## src/rtl/gem_tx_link_ctrl_if.sv

```systemverilog
// rtl/gem_tx_link_ctrl_if.sv - GEM trigger TX link controller signal bundle
interface gem_tx_link_ctrl_if;
  logic       TRG_TX_PLL_LOCK;
  logic       TX_SYNC_DONE;
  logic       TX_SEL;
  logic       TEST_REQ;
  logic       RESYNC_REQ;
  logic       TRG_RST;
  logic       ENA_TEST_PAT;
  logic       LINK_READY;
  logic [2:0] STATE;
  logic [7:0] RESYNC_CNT;
  logic       TRAIN_DONE;

  modport master (
    output TRG_TX_PLL_LOCK, TX_SYNC_DONE, TX_SEL, TEST_REQ, RESYNC_REQ,
    input  TRG_RST, ENA_TEST_PAT, LINK_READY, STATE, RESYNC_CNT, TRAIN_DONE
  );

  modport slave (
    input  TRG_TX_PLL_LOCK, TX_SYNC_DONE, TX_SEL, TEST_REQ, RESYNC_REQ,
    output TRG_RST, ENA_TEST_PAT, LINK_READY, STATE, RESYNC_CNT, TRAIN_DONE
  );
endinterface

```

## src/rtl/gem_tx_link_ctrl.sv

```systemverilog
// rtl/gem_tx_link_ctrl.sv - GEM trigger fiber TX bring-up and run-time link sequencer
module gem_tx_link_ctrl #(
  parameter int LOCK_WAIT    = 1024,
  parameter int TRAIN_FRAMES = 64,
  parameter bit SIM_SPEEDUP  = 1'b0
) (
  input logic               TRG_CLK80,
  input logic               TRG_TXRESETDONE,
  gem_tx_link_ctrl_if.slave link
);

  localparam int LOCK_WAIT_EFF = SIM_SPEEDUP ? 16 : LOCK_WAIT;
  localparam int TRAIN_CYCLES  = 2 * (SIM_SPEEDUP ? 4 : TRAIN_FRAMES);
  localparam int LOCK_CW       = $clog2(LOCK_WAIT_EFF + 1);
  localparam int TRAIN_CW      = $clog2(TRAIN_CYCLES + 1);

  localparam logic [LOCK_CW-1:0]  LOCK_LAST  = LOCK_CW'(LOCK_WAIT_EFF - 1);
  localparam logic [TRAIN_CW-1:0] TRAIN_LAST = TRAIN_CW'(TRAIN_CYCLES - 1);
  localparam logic [LOCK_CW-1:0]  LOCK_ONE   = LOCK_CW'(1);
  localparam logic [TRAIN_CW-1:0] TRAIN_ONE  = TRAIN_CW'(1);

  localparam logic [2:0] ST_RESET = 3'd0;
  localparam logic [2:0] ST_LOCK  = 3'd1;
  localparam logic [2:0] ST_SYNC  = 3'd2;
  localparam logic [2:0] ST_TRAIN = 3'd3;
  localparam logic [2:0] ST_RUN   = 3'd4;

  logic [2:0]          state_q, state_d;
  logic [LOCK_CW-1:0]  lock_cnt_q, lock_cnt_d;
  logic [TRAIN_CW-1:0] train_cnt_q, train_cnt_d;
  logic                trg_rst_q, trg_rst_d;
  logic                ena_test_pat_q, ena_test_pat_d;
  logic                link_ready_q, link_ready_d;
  logic [7:0]          resync_cnt_q, resync_cnt_d;
  logic                train_done_q, train_done_d;
  logic                retrain_evt;

  always_comb begin
    state_d     = state_q;
    lock_cnt_d  = lock_cnt_q;
    train_cnt_d = train_cnt_q;
    retrain_evt = 1'b0;

    case (state_q)
      ST_RESET: begin
        state_d    = ST_LOCK;
        lock_cnt_d = '0;
      end
      ST_LOCK: begin
        if (!link.TRG_TX_PLL_LOCK) begin
          lock_cnt_d = '0;
        end else if (lock_cnt_q == LOCK_LAST) begin
          state_d = ST_SYNC;
        end else begin
          lock_cnt_d = lock_cnt_q + LOCK_ONE;
        end
      end
      ST_SYNC: begin
        if (!link.TRG_TX_PLL_LOCK) begin
          state_d    = ST_LOCK;
          lock_cnt_d = '0;
        end else if (link.TX_SYNC_DONE) begin
          state_d     = ST_TRAIN;
          train_cnt_d = '0;
        end
      end
      ST_TRAIN, ST_RUN: begin
        // Exit conditions are prioritised so coincident causes yield one event.
        if (!link.TRG_TX_PLL_LOCK) begin
          state_d     = ST_LOCK;
          lock_cnt_d  = '0;
          retrain_evt = 1'b1;
        end else if (!link.TX_SYNC_DONE) begin
          state_d     = ST_SYNC;
          retrain_evt = 1'b1;
        end else if (state_q == ST_RUN) begin
          if (link.RESYNC_REQ) begin
            state_d     = ST_TRAIN;
            train_cnt_d = '0;
            retrain_evt = 1'b1;
          end
        end else if (train_cnt_q == TRAIN_LAST) begin
          state_d = ST_RUN;
        end else begin
          train_cnt_d = train_cnt_q + TRAIN_ONE;
        end
      end
      default: begin
        state_d = ST_RESET;
      end
    endcase
  end

  always_comb begin
    ena_test_pat_d = ena_test_pat_q;
    // In RUN only sample on second-word edges so the next frame starts clean.
    if ((state_q != ST_RUN) || !link.TX_SEL) begin
      ena_test_pat_d = link.TEST_REQ;
    end

    resync_cnt_d = resync_cnt_q;
    if (retrain_evt && (resync_cnt_q != 8'hFF)) begin
      resync_cnt_d = resync_cnt_q + 8'd1;
    end

    trg_rst_d    = (state_d != ST_RUN);
    link_ready_d = (state_d == ST_RUN);
    train_done_d = (state_q == ST_TRAIN) && (state_d == ST_RUN);
  end

  always_ff @(posedge TRG_CLK80 or negedge TRG_TXRESETDONE) begin
    if (!TRG_TXRESETDONE) begin
      state_q        <= ST_RESET;
      lock_cnt_q     <= '0;
      train_cnt_q    <= '0;
      trg_rst_q      <= 1'b1;
      ena_test_pat_q <= 1'b0;
      link_ready_q   <= 1'b0;
      resync_cnt_q   <= 8'd0;
      train_done_q   <= 1'b0;
    end else begin
      state_q        <= state_d;
      lock_cnt_q     <= lock_cnt_d;
      train_cnt_q    <= train_cnt_d;
      trg_rst_q      <= trg_rst_d;
      ena_test_pat_q <= ena_test_pat_d;
      link_ready_q   <= link_ready_d;
      resync_cnt_q   <= resync_cnt_d;
      train_done_q   <= train_done_d;
    end
  end

  assign link.STATE        = state_q;
  assign link.TRG_RST      = trg_rst_q;
  assign link.ENA_TEST_PAT = ena_test_pat_q;
  assign link.LINK_READY   = link_ready_q;
  assign link.RESYNC_CNT   = resync_cnt_q;
  assign link.TRAIN_DONE   = train_done_q;

endmodule

```

## src/flat_wrapper.sv

```systemverilog
// flat-port wrapper written by rule: the top's interface ports become plain ports
module gem_tx_link_ctrl_flat 
#(
  parameter int LOCK_WAIT    = 1024,
  parameter int TRAIN_FRAMES = 64,
  parameter bit SIM_SPEEDUP  = 1'b0
)
  (TRG_CLK80, TRG_TXRESETDONE, link_TRG_TX_PLL_LOCK, link_TX_SYNC_DONE, link_TX_SEL, link_TEST_REQ, link_RESYNC_REQ, link_TRG_RST, link_ENA_TEST_PAT, link_LINK_READY, link_STATE, link_RESYNC_CNT, link_TRAIN_DONE);
  gem_tx_link_ctrl_if link_i ();
  input logic TRG_CLK80;
  input logic TRG_TXRESETDONE;
  input wire logic [$bits(link_i.TRG_TX_PLL_LOCK)-1:0] link_TRG_TX_PLL_LOCK;
  input wire logic [$bits(link_i.TX_SYNC_DONE)-1:0] link_TX_SYNC_DONE;
  input wire logic [$bits(link_i.TX_SEL)-1:0] link_TX_SEL;
  input wire logic [$bits(link_i.TEST_REQ)-1:0] link_TEST_REQ;
  input wire logic [$bits(link_i.RESYNC_REQ)-1:0] link_RESYNC_REQ;
  output wire logic [$bits(link_i.TRG_RST)-1:0] link_TRG_RST;
  output wire logic [$bits(link_i.ENA_TEST_PAT)-1:0] link_ENA_TEST_PAT;
  output wire logic [$bits(link_i.LINK_READY)-1:0] link_LINK_READY;
  output wire logic [$bits(link_i.STATE)-1:0] link_STATE;
  output wire logic [$bits(link_i.RESYNC_CNT)-1:0] link_RESYNC_CNT;
  output wire logic [$bits(link_i.TRAIN_DONE)-1:0] link_TRAIN_DONE;
  assign link_i.TRG_TX_PLL_LOCK = link_TRG_TX_PLL_LOCK;
  assign link_i.TX_SYNC_DONE = link_TX_SYNC_DONE;
  assign link_i.TX_SEL = link_TX_SEL;
  assign link_i.TEST_REQ = link_TEST_REQ;
  assign link_i.RESYNC_REQ = link_RESYNC_REQ;
  assign link_TRG_RST = link_i.TRG_RST;
  assign link_ENA_TEST_PAT = link_i.ENA_TEST_PAT;
  assign link_LINK_READY = link_i.LINK_READY;
  assign link_STATE = link_i.STATE;
  assign link_RESYNC_CNT = link_i.RESYNC_CNT;
  assign link_TRAIN_DONE = link_i.TRAIN_DONE;
  gem_tx_link_ctrl #(.LOCK_WAIT(LOCK_WAIT), .TRAIN_FRAMES(TRAIN_FRAMES), .SIM_SPEEDUP(SIM_SPEEDUP)) u_core (.TRG_CLK80(TRG_CLK80), .TRG_TXRESETDONE(TRG_TXRESETDONE), .link(link_i));
endmodule
```

## config.mk

```make
export PLATFORM = sky130hd
export DESIGN_NAME = gem_tx_link_ctrl_flat
export DESIGN_NICKNAME = d
export VERILOG_FILES = /design/src/rtl/gem_tx_link_ctrl_if.sv /design/src/rtl/gem_tx_link_ctrl.sv /design/src/flat_wrapper.sv
export SDC_FILE = /design/constraint.sdc
export NUM_CORES = 1
export LEC_CHECK = 0
export ABC_AREA = 1
export BUFFER_PORTS_ARGS = -buffer_cell sky130_fd_sc_hd__buf_2
export CAP_MARGIN = 20
export CORE_MARGIN = 4
export CORE_UTILIZATION = 60
export CTS_BUF_LIST = sky130_fd_sc_hd__clkbuf_4 sky130_fd_sc_hd__clkbuf_8 sky130_fd_sc_hd__clkbuf_16
export DETAILED_ROUTE_END_ITERATION = 7
export PLACE_DENSITY = 0.88
export REMOVE_ABC_BUFFERS = 1
export SLEW_MARGIN = 20
export SYNTH_ARGS = -nofsm -noshare
export SYNTH_HDL_FRONTEND = slang
export SYNTH_SLANG_ARGS = --single-unit
```

## constraint.sdc

```tcl
create_clock -name TRG_CLK80 -period 2.35 [get_ports TRG_CLK80]
set_input_delay 0 -clock TRG_CLK80 [delete_from_list [all_inputs] [get_ports TRG_CLK80]]
set_output_delay 0 -clock TRG_CLK80 [all_outputs]
set_load 0.01 [all_outputs]
```

After elaboration in Yosys (flattened, before gate mapping)
Cells that the tools add are included.
{"block": "op_classes", "add_sub_neg": 3, "n_eq_ne": 18, "muxes": 27, "n_reduce_logical": 11}
{"operator": "two-way mux 8 bit", "count": 7}
{"operator": "two-way mux 11 bit", "count": 3}
{"operator": "case mux 11 bit (3 select lines)", "count": 1}
{"operator": "two-way mux 3 bit", "count": 9}
{"operator": "adder 8 x 1 -> 8 bit, second input constant", "count": 2}
{"operator": "case mux 8 bit (2 select lines)", "count": 1}
{"operator": "!= test 3 bit, second input constant", "count": 4}
{"operator": "case mux 3 bit (4 select lines)", "count": 1}
{"operator": "adder 11 x 1 -> 11 bit, second input constant", "count": 1}
{"operator": "== test 11 x 10 -> 1 bit, second input constant", "count": 1}
{"operator": "!= test 2 bit, second input constant", "count": 5}
{"operator": "== test 8 x 7 -> 1 bit, second input constant", "count": 1}
{"operator": "!= test 8 bit, second input constant", "count": 1}
{"operator": "AND reduction 7 bit", "count": 1}
{"operator": "== test 3 x 2 -> 1 bit, second input constant", "count": 2}
{"operator": "== test 3 bit, second input constant", "count": 2}
{"operator": "two-way mux 1 bit", "count": 5}
{"operator": "== test 3 x 1 -> 1 bit, second input constant", "count": 1}
{"operator": "zero test 3 bit", "count": 1}
{"operator": "!= test 3 x 2 -> 1 bit, second input constant", "count": 1}
{"operator": "AND reduction 3 bit", "count": 1}
{"operator": "nonzero test 3 bit", "count": 1}
{"operator": "OR reduction 3 bit", "count": 1}
{"operator": "logical AND 1 bit", "count": 2}
{"operator": "other kinds (4)", "count": 4}
{"block": "totals", "regBits": 34, "in_bits": 7, "output_inout_bits": 15, "word_cells": 67}

Longest topological paths before layout
Gate-level depths: netlist (run 1).
{"block": "depth", "depth_word": 8, "depth_mapped": 10}

Least setup slack after synthesis (run 1)
OpenSTA, ideal clock, no wires.
{"block": "synth_timing", "kind": "register -> register", "from": "register u_core.state_q[1], in the netlist u_core.link.STATE[1]", "to": "register u_core.train_cnt_q[4]", "setup_time_ps": 118, "arrival_ps": 1412, "slack_ps": 820, "stages_incl_launch_ff": 9, "n_path_buf": 2, "synth_period_minus_slack_ps": 1530, "cell_sequence": "dfrtp_1 -> nor2_4 -> nand2_2 -> buf_6 -> a21oi_4 -> nand3b_4 -> buf_6 -> nand2_1 -> o21ai_2"}
{"block": "synth_via", "elab_chain_cells": 5, "elab_cells_between_ends": 16}
{"element": "start, declared", "line": "gem_tx_link_ctrl.sv:28", "source": "logic [2:0] state_q, state_d;"}
{"element": "start signal, assigned", "line": "gem_tx_link_ctrl.sv:122", "source": "state_q <= state_d;"}
{"element": "== test 3 bit", "line": "gem_tx_link_ctrl.sv:44, gem_tx_link_ctrl.sv:76"}
{"element": "two-way mux 8 bit", "line": "gem_tx_link_ctrl.sv:76", "source": "end else if (state_q == ST_RUN) begin"}
{"element": "two-way mux 8 bit", "line": "gem_tx_link_ctrl.sv:73", "source": "end else if (!link.TX_SYNC_DONE) begin"}
{"element": "two-way mux 8 bit", "line": "gem_tx_link_ctrl.sv:69", "source": "if (!link.TRG_TX_PLL_LOCK) begin"}
{"element": "case mux 8 bit (2 select lines)", "line": "gem_tx_link_ctrl.sv:44", "source": "case (state_q)"}
{"element": "end signal, assigned", "line": "gem_tx_link_ctrl.sv:124", "source": "train_cnt_q <= train_cnt_d;"}
{"element": "end, declared", "line": "gem_tx_link_ctrl.sv:30", "source": "logic [TRAIN_CW-1:0] train_cnt_q, train_cnt_d;"}
Several ways; a longest one is shown, not always the timed one. The select of a mux whose other input is x is not followed.
A chain may end at the register's enable or synchronous reset.

Final worst setup path (run 1)
{"block": "layout_timing", "from": "register u_core.state_q[1], in the netlist u_core.link.STATE[1]", "to": "register u_core.resync_cnt_q[4], in the netlist u_core.link.RESYNC_CNT[4]"}
{"block": "layout_via", "elab_chain_cells": 6, "elab_cells_between_ends": 8}
{"element": "== test 3 bit", "line": "gem_tx_link_ctrl.sv:44, gem_tx_link_ctrl.sv:76"}
{"element": "two-way mux 1 bit", "line": "gem_tx_link_ctrl.sv:76"}
{"element": "two-way mux 1 bit", "line": "gem_tx_link_ctrl.sv:73"}
{"element": "two-way mux 1 bit", "line": "gem_tx_link_ctrl.sv:69"}
{"element": "two-way mux 1 bit *", "line": "gem_tx_link_ctrl.sv:44"}
{"element": "logical AND 1 bit *", "line": "gem_tx_link_ctrl.sv:102", "source": "if (retrain_evt && (resync_cnt_q != 8'hFF)) begin"}
{"element": "end signal, assigned", "line": "gem_tx_link_ctrl.sv:128", "source": "resync_cnt_q <= resync_cnt_d;"}
{"element": "end, declared", "line": "gem_tx_link_ctrl.sv:34", "source": "logic [7:0] resync_cnt_q, resync_cnt_d;"}
Every way passes the cells marked *; elsewhere a longest branch is shown, timed or not.

==> reports/qor.txt, run 1 <==
Fillers: 274
DP Worst Slack: 575.1 ps
Reg power frac: 59.3%
Total wire length: 4040 um
Final min period: 1795 ps
Number of antenna violations at the first check in global routing: 0
Max-cap violations: 0
Crit Path Max Fanout: 12
Post-CTS Setup Bufs: 0
Final period utilization: 76.40%
Post-Synthesis Cell Area: 2049 um2
Clk_skew: 9.843 ps
Global route total overflow: 0
Antenna Nets Post-Route: 0
CP delay by family, top: simple AND/OR/NAND/NOR gates
# port buffers: 21
Setup_tns: 0 ps
Vias in the first global route: 1,689
Slew of the pin with the lowest slew margin: 716.1 ps
Starting Density: 65.00%
H-tree levels: 2
Final HPWL DP: 2912 um
DR vias/cell: 5.237
Cts bufs inserted: 5
Final Net Count: 307
Outcome: completed
Longest Clk Path Bufs: 2
WP buf/inv: 1
Max stage delay cell, worst path: dfrtp_1
LEAKAGE: 1.142 nW
Avg Inst Size Synth: 7.591 um2
First-pass GRT wire length: 7072 um
Critical Path Start Type: flop
Final Wtd Congestion: 0.8796
Clock sink count: 34
Required time of the worst setup path: 2600 ps
Post-detailed-route DRC marker count: 0
Maximum operating frequency: 0.5570 GHz
Share of cells above drive strength 1: 18.46%
Int Pwr: 0.7663 mW
Unrepaired setup endpoints after global routing: false
Final std cells w/o fill: 342
Critical path class: reg2reg
Root Driver: clkbuf_4
CTS tree: built
Comb power frac: 6.4%
Slew Limit Fails: 0
Syn Inst Count: 270
Yosys reg bits: 34
Core ar.: 3153 um2
Utilization after layout: 72.02%
Die Span Y: 66.45 um
# setup viols final: 0
Final hold vios: 0
Switching part of the total: 25.27%
Layout area overhead: 10.81%
1st-iter DRT viols: 103
Die Width: 66.45 um
Clock power share: 34.2%
PwrDens: 451.5 nW/um2
Register area: 852.1 um2
Min-delay worst type: in2reg
Largest net degree at the start of global routing: 35
Critical-path cell list: nor2_4 > nand2_2 > nand2_4 > nand2_2 > nor2_4 > inv_1 > nand2_1 > nand2_1
Total die area: 4415 um2
Max stage delay on crit path: 520 ps
Most frequent cells in the layout: nand2_1, dfrtp_1, inv_1
Post-placement cell count: 330
FP Rows: 20
GRT Overall Usage: 21.15%
Antenna Diode Count: 0
Area of the multi-input gates: 1050 um2
CP arrival: 2050 ps
Peak VDD IR: 0.0003464 V
Setup ws final: 554.6 ps
Crit end category: flop
DR WL/cell: 11.81 um
P_sw: 0.2591 mW
Routed via count: 1,791
Sequential area share after synthesis: 41.58%
Commonest non-fill, non-tap cell in the layout: nand2_1
Netlist cell types: 30
Ys Warns: 0
DR pass1 iterations: 4
Clock Latency Late Sink: 340 ps
I/O pin count: 22
Clock transition at the registers of the reported paths: 110 ps
Rel. slew slack: 52.26%
[cell usage after synthesis]
cell type / count / share of area (%)
a21oi_2: 1 / 0.43
ha_1: 3 / 1.8
inv_1: 26 / 4.8
nand3b_1: 1 / 0.37
inv_2: 2 / 0.37
nor3_1: 1 / 0.24
nand2_1: 93 / 17
xor2_1: 6 / 2.6
o21ai_0: 4 / 0.98
nand2_2: 4 / 1.2
a21oi_4: 1 / 0.79
nand2_4: 1 / 0.55
buf_2: 1 / 0.24
nand3_1: 25 / 6.1
nand3_2: 1 / 0.49
o21ai_2: 5 / 2.1
nand4_1: 13 / 4.0
nor2_1: 20 / 3.7
o21ai_1: 13 / 3.2
buf_6: 2 / 1.1
nor3_2: 1 / 0.49
o21bai_1: 1 / 0.37
nand3b_4: 2 / 2.0
mux2_2: 1 / 0.55
dfrtp_1: 33 / 40
dfstp_2: 1 / 1.3
buf_4: 2 / 0.73
nor2_2: 1 / 0.31
or2_2: 3 / 0.92
nor2_4: 2 / 1.1
[final timing paths]
path | start | endpoint | slack [ps] | cells after the start
max in group asynchronous | TRG_TXRESETDONE | u_core.link.STATE[2]$_DFF_PN0_ | 1660 | 2
max reg2reg | u_core.link.STATE[1]$_DFF_PN0_ | u_core.link.RESYNC_CNT[4]$_DFFE_PN0P_ | 550 | 8
min | link_TRG_TX_PLL_LOCK | u_core.lock_cnt_q[4]$_DFFE_PN0P_ | 30 | 3
max | u_core.link.STATE[1]$_DFF_PN0_ | u_core.link.RESYNC_CNT[4]$_DFFE_PN0P_ | 550 | 8
min reg2reg | u_core.lock_cnt_q[10]$_DFFE_PN0P_ | u_core.lock_cnt_q[10]$_DFFE_PN0P_ | 500 | 2
min in group asynchronous | TRG_TXRESETDONE | u_core.link.RESYNC_CNT[0]$_DFFE_PN0P_ | 230 | 2
[state kept, by name, summed over array words and instances (netlist names)]
name,count
u_core.link.ENA_TEST_PAT,1
u_core.link.LINK_READY,1
u_core.link.RESYNC_CNT,8
u_core.train_cnt_q,8
u_core.link.TRG_RST,1
u_core.lock_cnt_q,11
u_core.link.STATE,3
u_core.link.TRAIN_DONE,1
[timing repair]
item | in CTS | in global routing
endpoints found under the hold margin | 35 | 0
hold buffers | 4 | 0
resized for setup | 0 | 0
[tightest hold or removal path, stage by stage]
cell	delay (ps)
buf_2	170
nand3_1	100
o21ai_0	70
[routing by layer]
layer / part of all wire (%) / routed length [um] / track usage [%] / vias to the layer above
met1: 48 / 1952 / 27.16 / 786
met4: 1.0 / 41 / 9.137 / 0
met2: 44 / 1765 / 32.96 / 72
li1: - / - / - / 927
met5: 0 / 0 / 0 / -
met3: 6.9 / 280 / 6.122 / 6
[stage by stage]
step / hold slack (ps) / total power, mW / instance area (um2)
final: 30.08 / 1.025 / 2271
after global routing: 0.2150 / 1.079 / 2271
after CTS: 11.79 / 1.038 / 2271
after detailed placement: 107.5 / 0.6819 / 2167
after global placement: 98.05 / 0.6792 / 2167
after floorplan: -295.6 / 0.6484 / 2007
[final cells by class]
class                   instances  share of cell area, %
multi-input cells             203                  46.23
flip-flops and latches         34                  37.52
repair buffers                 25                  6.391
inverters                      28                  4.628
well taps                      44                  2.424
clock buffers                   6                  2.259
clock inverters                 2                 0.5510
[cell families (layout without fill, tap and decap cells)]
family	after synthesis	in the layout	share of synthesized area (%)
flip-flops	34	34	41.58
buffers and inverters	33	61	7.203
multiplexers	1	1	0.5494
AND/OR/NAND/NOR	168	168	38.40
XOR/XNOR	6	6	2.564
adder cells (fa/ha/maj)	3	3	1.832
AO/OA/AOI/OAI	25	25	7.876
[power by group through the flow]
stage                     Sequential, mW  Clock [mW]  Combinational [mW]
after floorplan                    0.620           0              0.0281
after global placement             0.618           0              0.0608
after detailed placement           0.619           0              0.0628
after CTS                          0.608       0.362              0.0677
after global routing               0.610       0.393              0.0762
final                              0.608       0.351              0.0660
No activity file was read; power rests on OpenSTA's default activity.
==> run 2: changes to the inputs <==
CORE_UTILIZATION = 52   (was 60)
PLACE_DENSITY = 0.82   (was 0.88)
clock period = 1.65 ns   (was 2.35 ns; I/O delays follow)
==> reports/qor.txt, run 2 (synthesis results as in run 1) <==
Clock transition at the registers of the reported paths: 70 ps
Antenna Nets Post-Route: 0
Final HPWL DP: 3124 um
Core ar.: 3744 um2
Unrepaired setup endpoints after global routing: true
LEAKAGE: 1.224 nW
Largest net degree at the start of global routing: 35
Clk_skew: 2.346 ps
Clock power share: 42.2%
Final min period: 1603 ps
Switching part of the total: 21.82%
I/O pin count: 22
FF-to-FF path depth: 7
Clock Latency Late Sink: 280 ps
1st-iter DRT viols: 148
Routed via count: 1,887
Root Driver: clkbuf_8
First-pass GRT wire length: 7079 um
Global route total overflow: 0
Slew Limit Fails: 0
Area of the multi-input gates: 1071 um2
Critical-path cell list: ha_2 > nand3_1 > nor2_2 > nand4_1 > nand2_2 > nand2_1 > o21ai_1
Peak VDD IR: 0.0005368 V
Min-delay worst type: in2reg
Clock sink count: 34
Crit end category: flop
Final hold vios: 0
Setup_tns: 0 ps
Post-detailed-route DRC marker count: 0
DR pass1 iterations: 4
Most frequent cells in the layout: nand2_1, dfrtp_1, inv_1
Die Span Y: 70.78 um
Slew of the pin with the lowest slew margin: 742.8 ps
DR WL/cell: 12.19 um
Max reg flops: 11
Die Width: 70.78 um
FF-to-FF End: u_core.lock_cnt_q[1]$_DFFE_PN0P_
Max-cap violations: 0
Placement Cell Area: 2217 um2
Critical path class: reg2reg
PwrDens: 692.6 nW/um2
Crit Path Max Fanout: 8
Fillers: 336
Reg power frac: 51.5%
Longest Clk Path Bufs: 2
Final Net Count: 319
H-tree levels: 2
Total die area: 5010 um2
Final Wtd Congestion: 0.8616
CP arrival: 1810 ps
Max stage delay on crit path: 370 ps
Maximum operating frequency: 0.6238 GHz
Int Pwr: 1.313 mW
Worst setup startpoint: u_core.lock_cnt_q[1]$_DFFE_PN0P_
Cts bufs inserted: 5
PnR Total Power: 1.679 mW
Vias in the first global route: 1,652
Layout area overhead: 18.32%
Required time of the worst setup path: 1860 ps
# port buffers: 21
Total wire length: 4363 um
Number of antenna violations at the first check in global routing: 0
Top reg by flops: u_core.lock_cnt_q
Setup ws final: 46.95 ps
Comb power frac: 6.4%
CTS tree: built
Final period utilization: 97.15%
Share of cells above drive strength 1: 24.52%
Register area: 855.8 um2
FP Rows: 22
Antenna Diode Count: 0
Reg2Reg Launch Point: u_core.lock_cnt_q[1]$_DFFE_PN0P_
Outcome: completed
DP Worst Slack: 37.93 ps
Commonest non-fill, non-tap cell in the layout: nand2_1
Hold WS: 47.26 ps
# setup viols final: 0
P_sw: 0.3664 mW
Worst hold start: link_TX_SYNC_DONE
Reg2reg setup slack: 50 ps
GRT Overall Usage: 17.72%
Rel. slew slack: 50.48%
CP endpoint: u_core.lock_cnt_q[1]$_DFFE_PN0P_
Max stage delay cell, worst path: dfrtp_1
Critical Path Start Type: flop
Starting Density: 54.75%
Post-route cell area: 2425 um2
DR vias/cell: 5.271
[run 2: changes by cell type in the layout (fill, tap and decap cells not counted), moves of 3 or more]
cell      delta
dfrtp_2      +3
clkbuf_8     +7
clkbuf_4     -5
buf_4       +13
nor2_2       +3
nor2_1       -3
dfrtp_1      -3
[run 2: repair_timing]
item	in CTS	in global routing
buffers inserted	0	7
gates resized for setup	0	8
hold buffers	2	0
endpoints found under the setup margin	0	27
endpoints found under the hold margin	34	0
[run 2: worst min-delay path by stage]
| stage | to | slack (ps) | cells past startpoint |
|---|---|---|---|
| detailed placement | u_core.link.RESYNC_CNT[3]$_DFFE_PN0P_ | 100 | 1 |
| global placement | u_core.link.RESYNC_CNT[2]$_DFFE_PN0P_ | 110 | 1 |
| CTS | u_core.link.STATE[0]$_DFF_PN0_ | 40 | 5 |
| finish | u_core.link.STATE[0]$_DFF_PN0_ | 50 | 5 |
| floorplan | u_core.link.ENA_TEST_PAT$_DFFE_PN0P_ | -300 | 0 |
| global route | u_core.link.STATE[0]$_DFF_PN0_ | 70 | 5 |
[run 2: power groups by stage]
stage | combinational [mW] | sequential (mW) | clock (mW)
after global placement | 0.0928 | 0.878 | 0
final | 0.107 | 0.864 | 0.708
after floorplan | 0.0401 | 0.883 | 0
after detailed placement | 0.0953 | 0.879 | 0
after CTS | 0.0993 | 0.864 | 0.730
after global routing | 0.121 | 0.866 | 0.769
[run 2: layout make-up]
| class | instances | share of cell area (%) |
|---|---|---|
| Tap cell | 48 | 2.477 |
| Sequential cell | 34 | 35.29 |
| Timing Repair Buffer | 36 | 9.185 |
| Multi-Input combinational cell | 204 | 44.17 |
| Inverter | 28 | 4.334 |
| Clock buffer | 8 | 4.541 |
[run 2: metrics by stage]
step / util, % / cells
after global routing: 64.77 / 358
after global placement: 59.22 / 340
final: 64.77 / 358
after detailed placement: 59.22 / 340
after CTS: 62.70 / 350
after floorplan: - / 265
[run 2: metal layers]
| layer | global-route usage, % | up-vias | wire, um |
|---|---|---|---|
| met5 | 0 | - | 0 |
| met4 | 7.516 | 0 | 91 |
| met3 | 5.824 | 9 | 210 |
| met2 | 27.70 | 37 | 2055 |
| li1 | - | 956 | - |
| met1 | 22.49 | 885 | 2005 |
[run 2: critical path: cells and delay by family, from the launching register on]
| family | cells | cell delay [ps] |
|---|---|---|
| simple gates | 5 | 850 |
| flops | 1 | 370 |
| fa+ha+maj | 1 | 210 |
| compound gates | 1 | 80 |
==> run 3: changes to the inputs <==
ABC_AREA = unset   (was 1)
==> reports/qor.txt, run 3 <==
Final min period: 1639 ps
Area of the multi-input gates: 1033 um2
Slew of the pin with the lowest slew margin: 752.7 ps
Setup_tns: 0 ps
Global route total overflow: 0
Unrepaired setup endpoints after global routing: true
DR WL/cell: 15.19 um
Ys Warns: 0
Total die area: 4751 um2
Rel. slew slack: 49.82%
Post-synth top cells: dfrtp_1, nand2_1, o21ai_0, a21oi_1, nand3_1
Max-cap violations: 0
Most common cell in the synthesized netlist: dfrtp_1
Layout area overhead: 24.95%
Share of the synthesized area in the top cell type: 42.77%
Routed via count: 1,688
PwrDens: 711.6 nW/um2
Clock power share: 38.8%
Fillers: 269
Clk_skew: 9.443 ps
DR pass1 iterations: 4
Outcome: completed
Largest area contributor in the netlist: dfrtp_1
Clock sink count: 34
Vias in the first global route: 1,626
Main synth FF type: dfrtp_1
Sequential area share after synthesis: 44.13%
# port buffers: 21
FP Rows: 21
GRT Overall Usage: 20.24%
Required time of the worst setup path: 1840 ps
WP buf/inv: 2
H-tree levels: 2
Root Driver: clkbuf_8
Number of antenna violations at the first check in global routing: 0
Critical-path cell list: dlymetal6s2s_1 > and2b_2 > o21a_2 > buf_4 > a31oi_1 > a21oi_1
Crit Path Max Fanout: 6
Slew Limit Fails: 0
Largest net degree at the start of global routing: 35
P_sw: 0.4506 mW
# setup viols final: 0
CP delay by family, top: compound AO/OA/AOI/OAI gates
LEAKAGE: 1.064 nW
Longest Clk Path Bufs: 2
Antenna Diode Count: 0
Peak VDD IR: 0.0004563 V
Top reg by flops: u_core.lock_cnt_q
Placement Cell Area: 2245 um2
Reg power frac: 51.3%
Register area: 855.8 um2
Switching part of the total: 26.25%
Final period utilization: 99.33%
Critical Path Start Type: flop
DR vias/cell: 5.861
Comb power frac: 9.9%
1st-iter DRT viols: 85
Asr flop ratio synth: 100.0%
Die Width: 68.93 um
EDFF count, synth: 0
Die Span Y: 68.93 um
First-pass GRT wire length: 7176 um
Share of cells above drive strength 1: 35.95%
Maximum operating frequency: 0.6102 GHz
Max stage delay cell, worst path: dfrtp_2
CTS tree: built
Cts bufs inserted: 5
Max stage delay on crit path: 470 ps
Syn Inst Count: 189
Yosys reg bits: 34
Commonest non-fill, non-tap cell in the layout: dfrtp_1
Most frequent cells in the layout: dfrtp_1, buf_4, nand2_1, buf_2, a21oi_1
Clock Latency Late Sink: 300 ps
Antenna Nets Post-Route: 0
Crit end category: flop
Final Net Count: 251
Min-delay worst type: in2reg
Area contributors post-synth: dfrtp_1, nand2_1, o21ai_0, a21oi_1, nand3_1
Post-Synthesis Cell Area: 1931 um2
Clock transition at the registers of the reported paths: 80 ps
Avg Inst Size Synth: 10.21 um2
Final Wtd Congestion: 0.8006
Total wire length: 4375 um
I/O pin count: 22
Post-route cell area: 2412 um2
Critical path class: reg2reg
CP arrival: 1830 ps
Final HPWL DP: 3034 um
Final hold vios: 0
Max reg flops: 11
Post-detailed-route DRC marker count: 0
Int Pwr: 1.266 mW
Core ar.: 3468 um2
Starting Density: 55.66%
Netlist cell types: 58
run 3: cell count changes after synthesis, sizes merged, moves of 8 or more:
cell / delta
a21oi: +8
inv: -20
nand2: -76
nand3: -17
nor2: -16
o21ai: -11
run 3: kinds of logic after synthesis:
group	after synthesis	share of synthesized area, %
muxes	5	2.787
xor gates and xnor gates	6	2.722
DFF	34	44.13
AOI/OAI and AO/OA	53	19.96
buffers and inverters	14	3.824
adders and majority gates	3	1.944
and+or+nand+nor	74	24.63
run 3: area by class of cell:
| type | count | area share (%) |
|---|---|---|
| Tap cell | 46 | 2.386 |
| Clock inverter | 2 | 0.5187 |
| Inverter | 8 | 1.245 |
| Timing Repair Buffer | 51 | 14.11 |
| Multi-Input combinational cell | 141 | 42.84 |
| Sequential cell | 34 | 35.48 |
| Clock buffer | 6 | 3.423 |
run 3: what timing repair did:
action,4_1_cts,5_1_grt
gates cloned,0,0
pin swaps,4,1
hold endpoints to repair,34,0
buffers inserted,0,3
hold buffers,2,0
setup endpoints to repair,14,18
gates resized for setup,6,8
run 3: path summary, 6_finish.rpt:
kind                                                       startpoint                               endpoint  slack [ps]  cells after the start
worst max-delay path                   u_core.link.STATE[1]$_DFF_PN0_      u_core.train_cnt_q[6]$_DFFE_PN0P_          10                      6
min in group asynchronous                             TRG_TXRESETDONE      u_core.train_cnt_q[7]$_DFFE_PN0P_         310                      2
max in group asynchronous                             TRG_TXRESETDONE         u_core.link.STATE[0]$_DFF_PN0_         810                      2
worst min register to register  u_core.link.RESYNC_CNT[7]$_DFFE_PN0P_  u_core.link.RESYNC_CNT[7]$_DFFE_PN0P_         490                      1
worst max register to register         u_core.link.STATE[1]$_DFF_PN0_      u_core.train_cnt_q[6]$_DFFE_PN0P_          10                      6
worst min-delay path                                      link_TX_SEL   u_core.link.ENA_TEST_PAT$_DFFE_PN0P_          30                      3
run 3: worst register-to-register path: cells and delay by family, from the launching register on:
kind / cells / cell delay [ps]
simple gates: 1 / 240
buf+inv: 2 / 350
flops: 1 / 470
compound gates: 3 / 470
run 3: per-layer routing:
metal	GRT usage [%]	vias to the layer above	wire, um
met5	0	-	0
met4	8.516	0	82
met3	5.186	9	251
met2	32.26	48	2055
met1	25.94	825	1985
li1	-	806	-
run 3: stage by stage:
| step | total power, mW | hold slack (ps) | cells | setup slack, ps | util [%] |
|---|---|---|---|---|---|
| global route | 1.786 | 40.40 | 288 | -60.77 | 69.55 |
| global placement | 1.052 | 102.5 | 276 | -68.96 | 64.72 |
| floorplan | 0.9676 | -295.6 | 183 | -49.79 | - |
| finish | 1.717 | 34.53 | 288 | 11.09 | 69.55 |
| CTS | 1.722 | 33.42 | 285 | 25.09 | 68.22 |
| detailed placement | 1.060 | 110.1 | 276 | -118.1 | 64.72 |
run 3: power by group through the flow:
stage	logic [mW]	clock network [mW]	registers, mW
after floorplan	0.0578	0	0.910
after global placement	0.159	0	0.893
after detailed placement	0.165	0	0.895
after CTS	0.170	0.673	0.879
after global routing	0.190	0.714	0.882
final	0.170	0.667	0.880
